File: config.mk
export PLATFORM = sky130hd
export DESIGN_NAME = rd_seq_ctrl
export DESIGN_NICKNAME = d
export VERILOG_FILES = /design/src/rtl/rd_seq_ctrl_pkg.sv /design/src/rtl/rd_seq_ctrl_rr_arb.sv /design/src/rtl/rd_seq_ctrl.sv
export SDC_FILE = /design/constraint.sdc
export NUM_CORES = 1
export LEC_CHECK = 0
export CAP_MARGIN = 10
export CORE_ASPECT_RATIO = 0.5
export CORE_MARGIN = 1.5
export CORE_UTILIZATION = 41
export CTS_BUF_LIST = sky130_fd_sc_hd__clkbuf_4 sky130_fd_sc_hd__clkbuf_8
export CTS_CLUSTER_SIZE = 8
export DETAILED_ROUTE_END_ITERATION = 8
export GPL_TIMING_DRIVEN = 0
export PLACE_DENSITY = 0.75
export RECOVER_POWER = 50
export SETUP_SLACK_MARGIN = 0.2
export SYNTH_ARGS = -nofsm -noshare
export SYNTH_HDL_FRONTEND = slang
export SYNTH_HIERARCHICAL = 1
export SYNTH_SLANG_ARGS = --single-unit
File: constraint.sdc
create_clock -name clk -period 1.97 [get_ports clk]
set_clock_uncertainty 0.15 [all_clocks]
set_input_delay 0.2955 -clock clk [delete_from_list [all_inputs] [get_ports clk]]
set_output_delay 0.2955 -clock clk [all_outputs]
set_load 0.005 [all_outputs]
File: src/rtl/rd_seq_ctrl_pkg.sv
// Shared definitions for the read sequencer: one-hot state encoding,
// state bit positions and width helpers for the counter and requester index.
package rd_seq_ctrl_pkg;

    localparam int IDLE_BIT = 0;
    localparam int READ_BIT = 1;
    localparam int DLY_BIT  = 2;
    localparam int DONE_BIT = 3;

    typedef enum logic [3:0] {
        ST_IDLE = 4'b0001,
        ST_READ = 4'b0010,
        ST_DLY  = 4'b0100,
        ST_DONE = 4'b1000
    } state_e;

    // One spare bit so the timeout count can never wrap.
    function automatic int cnt_width(input int tmo);
        return $clog2(tmo) + 1;
    endfunction

    function automatic int idx_width(input int n);
        return (n > 1) ? $clog2(n) : 1;
    endfunction

endpackage

File: src/rtl/rd_seq_ctrl_rr_arb.sv
// Combinational round-robin picker: the first set request at or after the
// pointer, wrapping, as both a one-hot vector and a binary index.
module rr_arb
    import rd_seq_ctrl_pkg::*;
#(
    parameter int NREQ = 2,
    parameter int PW   = idx_width(NREQ)
) (
    input  logic [NREQ-1:0] req_i,
    input  logic [PW-1:0]   ptr_i,
    output logic [NREQ-1:0] pick_o,
    output logic [PW-1:0]   idx_o
);

    logic [PW-1:0] cand_s;

    // Scan from farthest to nearest so the nearest requester wins.
    always_comb begin
        pick_o = '0;
        idx_o  = '0;
        cand_s = '0;
        for (int k = NREQ - 1; k >= 0; k--) begin
            cand_s = PW'((int'(ptr_i) + k) % NREQ);
            if (req_i[cand_s]) begin
                pick_o = NREQ'(1) << cand_s;
                idx_o  = cand_s;
            end else begin
                pick_o = pick_o;
                idx_o  = idx_o;
            end
        end
    end

endmodule

File: src/rtl/rd_seq_ctrl.sv
// One-hot read sequencer sharing a wait-stated memory read port between
// NREQ requesters with round-robin grant and a wait-state timeout.
module rd_seq_ctrl
    import rd_seq_ctrl_pkg::*;
#(
    parameter int NREQ = 2,
    parameter int AW   = 8,
    parameter int DW   = 8,
    parameter int TMO  = 15
) (
    input  logic                 clk,
    input  logic                 rst,
    input  logic [NREQ-1:0]      req,
    input  logic [NREQ*AW-1:0]   req_addr,
    output logic [NREQ-1:0]      gnt,
    output logic [NREQ-1:0]      done,
    output logic                 err,
    output logic [DW-1:0]        rdata,
    output logic                 mem_rd,
    output logic [AW-1:0]        mem_addr,
    input  logic [DW-1:0]        mem_rdata,
    input  logic                 ws,
    output logic [3:0]           state
);

    localparam int PW = idx_width(NREQ);
    localparam int CW = cnt_width(TMO);
    localparam logic [CW-1:0] CNT_LAST = CW'(TMO - 1);
    localparam logic [PW-1:0] IDX_LAST = PW'(NREQ - 1);

    state_e          state_q;
    logic [NREQ-1:0] gnt_q;
    logic [PW-1:0]   idx_q;
    logic [PW-1:0]   ptr_q;
    logic [AW-1:0]   mem_addr_q;
    logic [DW-1:0]   rdata_q;
    logic            err_q;
    logic [CW-1:0]   cnt_q;

    logic [NREQ-1:0] pick_s;
    logic [PW-1:0]   pick_idx_s;
    logic [AW-1:0]   addr_sel_s;

    rr_arb #(
        .NREQ (NREQ),
        .PW   (PW)
    ) u_rr_arb (
        .req_i  (req),
        .ptr_i  (ptr_q),
        .pick_o (pick_s),
        .idx_o  (pick_idx_s)
    );

    assign addr_sel_s = req_addr[int'(pick_idx_s) * AW +: AW];

    // Sequencer FSM with its registered grant, address, data and error.
    always_ff @(posedge clk or posedge rst) begin
        if (rst) begin
            state_q    <= ST_IDLE;
            gnt_q      <= '0;
            idx_q      <= '0;
            ptr_q      <= '0;
            mem_addr_q <= '0;
            rdata_q    <= '0;
            err_q      <= 1'b0;
            cnt_q      <= '0;
        end else begin
            case (state_q)
                ST_IDLE: begin
                    if (|req) begin
                        gnt_q      <= pick_s;
                        idx_q      <= pick_idx_s;
                        mem_addr_q <= addr_sel_s;
                        state_q    <= ST_READ;
                    end else begin
                        state_q    <= ST_IDLE;
                    end
                end
                ST_READ: begin
                    cnt_q   <= '0;
                    state_q <= ST_DLY;
                end
                ST_DLY: begin
                    if (!ws) begin
                        rdata_q <= mem_rdata;
                        err_q   <= 1'b0;
                        state_q <= ST_DONE;
                    end else if (cnt_q == CNT_LAST) begin
                        rdata_q <= '0;
                        err_q   <= 1'b1;
                        state_q <= ST_DONE;
                    end else begin
                        cnt_q   <= cnt_q + CW'(1);
                    end
                end
                ST_DONE: begin
                    ptr_q   <= (idx_q == IDX_LAST) ? '0 : idx_q + PW'(1);
                    gnt_q   <= '0;
                    state_q <= ST_IDLE;
                end
                // Anything not one-hot recovers to a clean idle.
                default: begin
                    gnt_q   <= '0;
                    state_q <= ST_IDLE;
                end
            endcase
        end
    end

    assign state    = state_q;
    assign gnt      = gnt_q;
    assign mem_addr = mem_addr_q;
    assign rdata    = rdata_q;
    assign err      = err_q;
    assign mem_rd   = state_q[READ_BIT];
    assign done     = state_q[DONE_BIT] ? gnt_q : '0;

endmodule

==> summary.md, run 1 <==
| Metric | Value |
|---|---|
| Drt wl/cell | `16.7 µm` |
| # setup viols final | `0` |
| Antenna cell count | `0` |
| Syn_nets | `145` |
| I/O Buffers | `54` |
| Post-DRT Antenna Nets | `0` |
| Initial DRC count | `75` |
| Sequential-to-total area share from yosys stat | `52.1%` |
| Core Area | `3170 µm²` |
| Worst min path class | `in2async` |
| # H-tree levels | `2` |
| Layout fillers | `197` |
| Post-synthesis cell type count | `39` |
| Post-route minimum period | `1.87 ns` |
| Warnings, synthesis | `6` |
| Vias per cell | `5.21` |
| TritonRoute pass-1 iters | `4` |
| Syn_area_per_cell | `12.7 µm²` |
| Worst skew pair latency | `0.28 ns` |
| Area of placed instances | `2040 µm²` |
| Number of global-route vias before repair | `1326` |
| Leakage power | `1.12 nW` |
| Layout cell share with drive strength beyond 1 | `33.5%` |
| CTS tree | `done` |
| Pre-CTS setup slack | `-0.437 ns` |
| Combinational Power Share | `50.4%` |
| Crit path buffers/inverters | `1` |
| Final nets | `230` |
| GRT overflow | `0` |
| RSZ-0062 raised after global routing | `yes` |
| Setup TNS | `0 ns` |
| Initial antenna violation count | `0` |
| Tot GR Track Use | `21.1%` |
| Utilization after layout | `76.4%` |
| Critical path, cell by cell | `clkbuf_1, or4b_1, nor2_2, a22o_1` |
| # rows | `14` |
| Pwr/cell area | `1330 nW/µm²` |
| Worst slew pin tran | `0.579 ns` |
| Die width | `86.9 µm` |
| WHS | `0.229 ns` |
| Clock root cell | `clkbuf_8` |
| Commonest non-fill, non-tap cell in the layout | `clkdlybuf4s50_1` |
| Placer congestion estimate | `0.771` |
| Max-cap violations | `0` |
| # DRC | `0` |
| Smallest setup slack after layout | `0.0951 ns` |
| CP Data Required Time | `2.04 ns` |
| Final hold viol count | `0` |
| Switch Pwr | `1.02 mW` |
| Clock-pin slew on the worst setup and hold paths | `0.07 ns` |
| Highest fanout seen on the critical path | `5` |
| Seq pwr share | `33.1%` |
| CTS Buf Count | `5` |
| DIE AREA | `3910 µm²` |
| Commonest non-fill, non-tap cells in the layout | `38 x clkdlybuf4s50_1, 27 x dfrtp_1, 21 x buf_4` |
| Crit path largest cell delay | `0.64 ns` |
| Cell area after layout | `2420 µm²` |
| Max Root-Sink Buffers | `2` |
| Max IR drop VDD | `0.780 mV` |
| Clock Sinks | `30` |
| CP Capture Type | `flip-flop` |
| Switching power share of the total | `31.6%` |
| Clock Power Share | `16.5%` |
| Worst slew margin | `61.4%` |
| CTS Hold Bufs | `0` |
| Ys flop type | `dfrtp_1` |
| Final slew viol count | `0` |
| Slowest cell on crit path | `or4b_1` |
| Final Instance Count excl. Fillers | `248` |
| Die Y | `44.9 µm` |
| Startpoint Class | `flip-flop` |
| DP HPWL | `2230 µm` |
| P_int | `2.21 mW` |
| First-pass GRT wire length | `6110 µm` |
| #FFs+latches synth | `30` |
| Ys async rst share | `100%` |
| Largest net degree at the start of global routing | `31` |
| # IOs | `55` |
| Status | `complete, no violations` |
| Synth Cell Area | `1440 µm²` |
| Post-Route WL | `4140 µm` |
| Initial Util | `45.5%` |
| Final Cycle Share | `95.2%` |
| Fmax achieved | `0.533 GHz` |
| Total power | `3.23 mW` |
| Layout area overhead | `67.9%` |
| DR vias | `1291` |
| Post-synth EDFFs | `0` |
| Placed insts | `216` |
| Synth Instances | `114` |
| Type of the worst setup path | `reg2reg` |
| CP arrival | `1.95 ns` |
| Delay-heaviest family, CP | `simple AND/OR/NAND/NOR gates` |
cell type report:
class	instances	area (µm²)	share of cell area, %
Multi-Input combinational cell	70	723	29.9
Timing Repair inverter	1	8.76	0.362
Tap cell	48	60.1	2.48
Timing Repair Buffer	76	693	28.6
Sequential cell	30	754	31.1
Buffer	4	37.5	1.55
Inverter	11	53.8	2.22
Clock buffer	8	91.3	3.77
registers in the layout, summed over array words and instances, names as in the netlist:
name,flops
err,1
cnt_q,5
ptr_q,1
rdata,8
gnt,2
state,4
idx_q,1
mem_addr,8
repair_timing:
action	4_1_cts	5_1_grt
endpoints found under the hold margin	0	0
pin swaps	1	3
buffers inserted	18	2
cloned	3	0
setup endpoints to repair	25	29
gates resized for setup	21	12
synth_stat cells, types with 3 or more instances:
cell / number / area share (%)
dfrtp_1: 29 / 50
inv_1: 10 / 2.6
mux2_1: 9 / 7.0
a22o_1: 8 / 4.9
mux2_2: 8 / 6.2
nand3_1: 3 / 1.0
or4b_1: 3 / 2.1
power by group through the flow:
stage / logic, mW / clock network (mW) / registers, mW
after floorplan: 0.496 / 0 / 1.07
after global placement: 1.09 / 0 / 1.07
after detailed placement: 1.11 / 0 / 1.07
after CTS: 1.51 / 0.525 / 1.06
after global routing: 1.72 / 0.563 / 1.09
final: 1.63 / 0.532 / 1.07
logic make-up after synthesis:
group	synth area share, %
DFF	52.1
and+or+nand+nor	13.2
AOI/OAI and AO/OA	12.2
muxes	14.7
buffers and inverters	4.86
xor gates and xnor gates	1.21
adders and majority gates	1.73
final timing paths:
check	end	slack (ns)	startpoint	depth (start not counted)
setup reg to reg	rdata[7]$_DFFE_PP0P_	0.1	state[3]$_DFFE_PP0P_	4
max in group asynchronous	state[2]$_DFFE_PP0P_	0.56	rst	3
hold reg to reg	ptr_q$_DFFE_PP0N_	0.32	idx_q$_DFFE_PP0P_	1
min in group clk	ptr_q$_DFFE_PP0N_	0.32	idx_q$_DFFE_PP0P_	1
hold / removal	rdata[4]$_DFFE_PP0P_	0.23	rst	2
setup / recovery	rdata[7]$_DFFE_PP0P_	0.1	state[3]$_DFFE_PP0P_	4
metal layers:
metal	global-route usage, %	share of wire (%)
met1	27.3	46
met2	34.1	47
met3	6.95	6.5
met4	6.77	0.51
met5	0	0
Power figures use the tool's default switching activity.
==> inputs of run 2 (changes only) <==
CELL_PAD_IN_SITES_DETAIL_PLACEMENT = 0   (was not set)
CELL_PAD_IN_SITES_GLOBAL_PLACEMENT = 1   (was not set)
CORE_UTILIZATION = 31   (was 41)
PLACE_DENSITY = 0.74   (was 0.75)
==> summary.md, run 2 (same netlist as run 1, synthesis figures left out) <==
| Metric | Value |
|---|---|
| Status | `complete, no violations` |
| Fmax achieved | `0.526 GHz (-1.4%)` |
| Max IR drop VDD | `0.582 mV (-25%)` |
| CTS Hold Bufs | `0 (unchanged)` |
| Largest net degree at the start of global routing | `31 (unchanged)` |
| Max-cap violations | `0 (unchanged)` |
| Number of global-route vias before repair | `1295 (-2.3%)` |
| WHS | `0.205 ns (-0.0240 ns)` |
| Worst skew pair latency | `0.28 ns (about the same)` |
| Initial DRC count | `60 (-20%)` |
| Final nets | `230 (unchanged)` |
| I/O Buffers | `54 (unchanged)` |
| Layout area overhead | `70.5%` |
| Die Y | `51.2 µm (+14%)` |
| Vias per cell | `4.79 (-8.0%)` |
| Multi-input logic area | `738 µm² (+2.1%)` |
| Register area | `754 µm² (unchanged)` |
| Worst slew margin | `58.1% (-3.3 points)` |
| Commonest non-fill, non-tap cell in the layout | `clkdlybuf4s50_1` |
| Placer congestion estimate | `0.740 (-4.1%)` |
| Antenna cell count | `0 (unchanged)` |
| GRT overflow | `0 (unchanged)` |
| RSZ-0062 raised after global routing | `yes` |
| Worst slew pin tran | `0.629 ns (+0.0501 ns)` |
| Crit path largest cell delay | `0.56 ns (-0.08 ns)` |
| Top routing layer used | `met4` |
| DR vias | `1231 (-4.6%)` |
| Clock Sinks | `30 (unchanged)` |
| Die width | `99.5 µm (+14%)` |
| M1 wire length | `1890 µm (-1.2%)` |
| Initial antenna violation count | `0 (unchanged)` |
| Critical path, cell by cell | `nor3b_4, or3b_4, clkinv_4, mux2_4` |
| Worst min path class | `in2async` |
| Drt wl/cell | `15.3 µm (-8.2%)` |
| Post-route minimum period | `1.90 ns (+0.0270 ns)` |
| Core Area | `4420 µm² (+40%)` |
| CTS Buf Count | `5 (unchanged)` |
| DIE AREA | `5100 µm² (+31%)` |
| Commonest non-fill, non-tap cells in the layout | `38 x clkdlybuf4s50_1, 27 x dfrtp_1, 21 x buf_4` |
| # DRC | `0 (unchanged)` |
| Crit path buffers/inverters | `1 (unchanged)` |
| Layout fillers | `386 (+96%)` |
| Leakage power | `1.13 nW (+0.74%)` |
| Post-Route WL | `3940 µm (-4.9%)` |
| Startpoint Class | `flip-flop` |
| CP Data Required Time | `1.98 ns (-0.06 ns)` |
| Layout cell share with drive strength beyond 1 | `34.5% (+1.0 points)` |
| TritonRoute pass-1 iters | `4 (unchanged)` |
| CP arrival | `1.91 ns (-0.04 ns)` |
| Setup TNS | `0 ns (unchanged)` |
| Total power | `3.27 mW (+1.4%)` |
| DR WL met2 | `1840 µm (-5.2%)` |
| # IOs | `55 (unchanged)` |
| Post-DRT Antenna Nets | `0 (unchanged)` |
| DP HPWL | `2390 µm (+7.3%)` |
| # rows | `17 (+3)` |
| Highest fanout seen on the critical path | `5 (unchanged)` |
| Reg-to-reg setup timing slack | `0.07 ns (-0.03 ns)` |
| RR Startpoint | `state[0]$_DFFE_PP1P_` |
| Pwr/cell area | `1330 nW/µm² (-0.15%)` |
| # setup viols final | `0 (unchanged)` |
| Clock-pin slew on the worst setup and hold paths | `0.07 ns (about the same)` |
| CP startpoint | `state[0]$_DFFE_PP1P_` |
| Final hold viol count | `0 (unchanged)` |
| DR WL met3 | `143 µm (-47%)` |
| # H-tree levels | `2 (unchanged)` |
| Type of the worst setup path | `reg2reg` |
| First-pass GRT wire length | `6200 µm (+1.5%)` |
| Initial Util | `32.6% (-13 points)` |
| Delay-heaviest family, CP | `simple AND/OR/NAND/NOR gates` |
| Final Cycle Share | `96.5% (+1.4 points)` |
| CP Capture Type | `flip-flop` |
| Clock root cell | `clkbuf_8` |
| Tot GR Track Use | `16.0% (-5.1 points)` |
| Final slew viol count | `0 (unchanged)` |
| Max Root-Sink Buffers | `2 (unchanged)` |
| Slowest cell on crit path | `dfstp_2` |
| CTS tree | `done` |
==> run 2: power breakdown <==
part,internal (mW),switching [mW],leakage [nW]
sequential,0.875,0.193,0.377
combinational,1.10,0.576,0.700
clock,0.295,0.232,0.0517
==> run 2: worst paths after layout <==
kind                                           end  cells past startpoint
setup / recovery           mem_addr[2]$_DFFE_PP0P_                      4
hold / removal             mem_addr[7]$_DFFE_PP0P_                      2
setup reg to reg           mem_addr[2]$_DFFE_PP0P_                      4
hold reg to reg                  ptr_q$_DFFE_PP0N_                      1
max in group asynchronous     state[1]$_DFFE_PP0P_                      3
min in group clk                 ptr_q$_DFFE_PP0N_                      1
==> run 2: metal layers <==
layer	vias to the layer above	track usage, %
li1	590	-
met1	604	20.7
met2	28	26.1
met3	9	4.24
met4	0	5.87
met5	-	0
==> run 2: per-stage QoR <==
stage | setup slack [ns] | area [µm²] | utilization (%) | cells
final | 0.0682 | 2460 | 55.6 | 257
after global routing | 0.0203 | 2460 | 55.6 | 257
after CTS | 0.0998 | 2340 | 53.0 | 252
after detailed placement | -0.422 | 2050 | 46.4 | 225
after global placement | -0.394 | 2050 | 46.4 | 225
after floorplan | 0.0992 | 1440 | - | 114
==> run 2: area by class of cell <==
cell class / instances / area share, %
sequential: 30 / 30.7
inverter: 11 / 1.88
multi-input combinational: 70 / 30.0
buffer: 4 / 1.53
clock inverter: 1 / 0.203
timing repair inverter: 1 / 0.356
clock buffer: 7 / 3.66
timing repair buffer: 76 / 28.8
tap: 57 / 2.90
==> run 2: what timing repair did <==
| item | CTS | global route |
|---|---|---|
| setup endpoints to repair | 26 | 26 |
| gates resized for setup | 22 | 15 |
| buffers inserted | 17 | 4 |
| gates cloned | 2 | 0 |
| pin swaps | 1 | 5 |
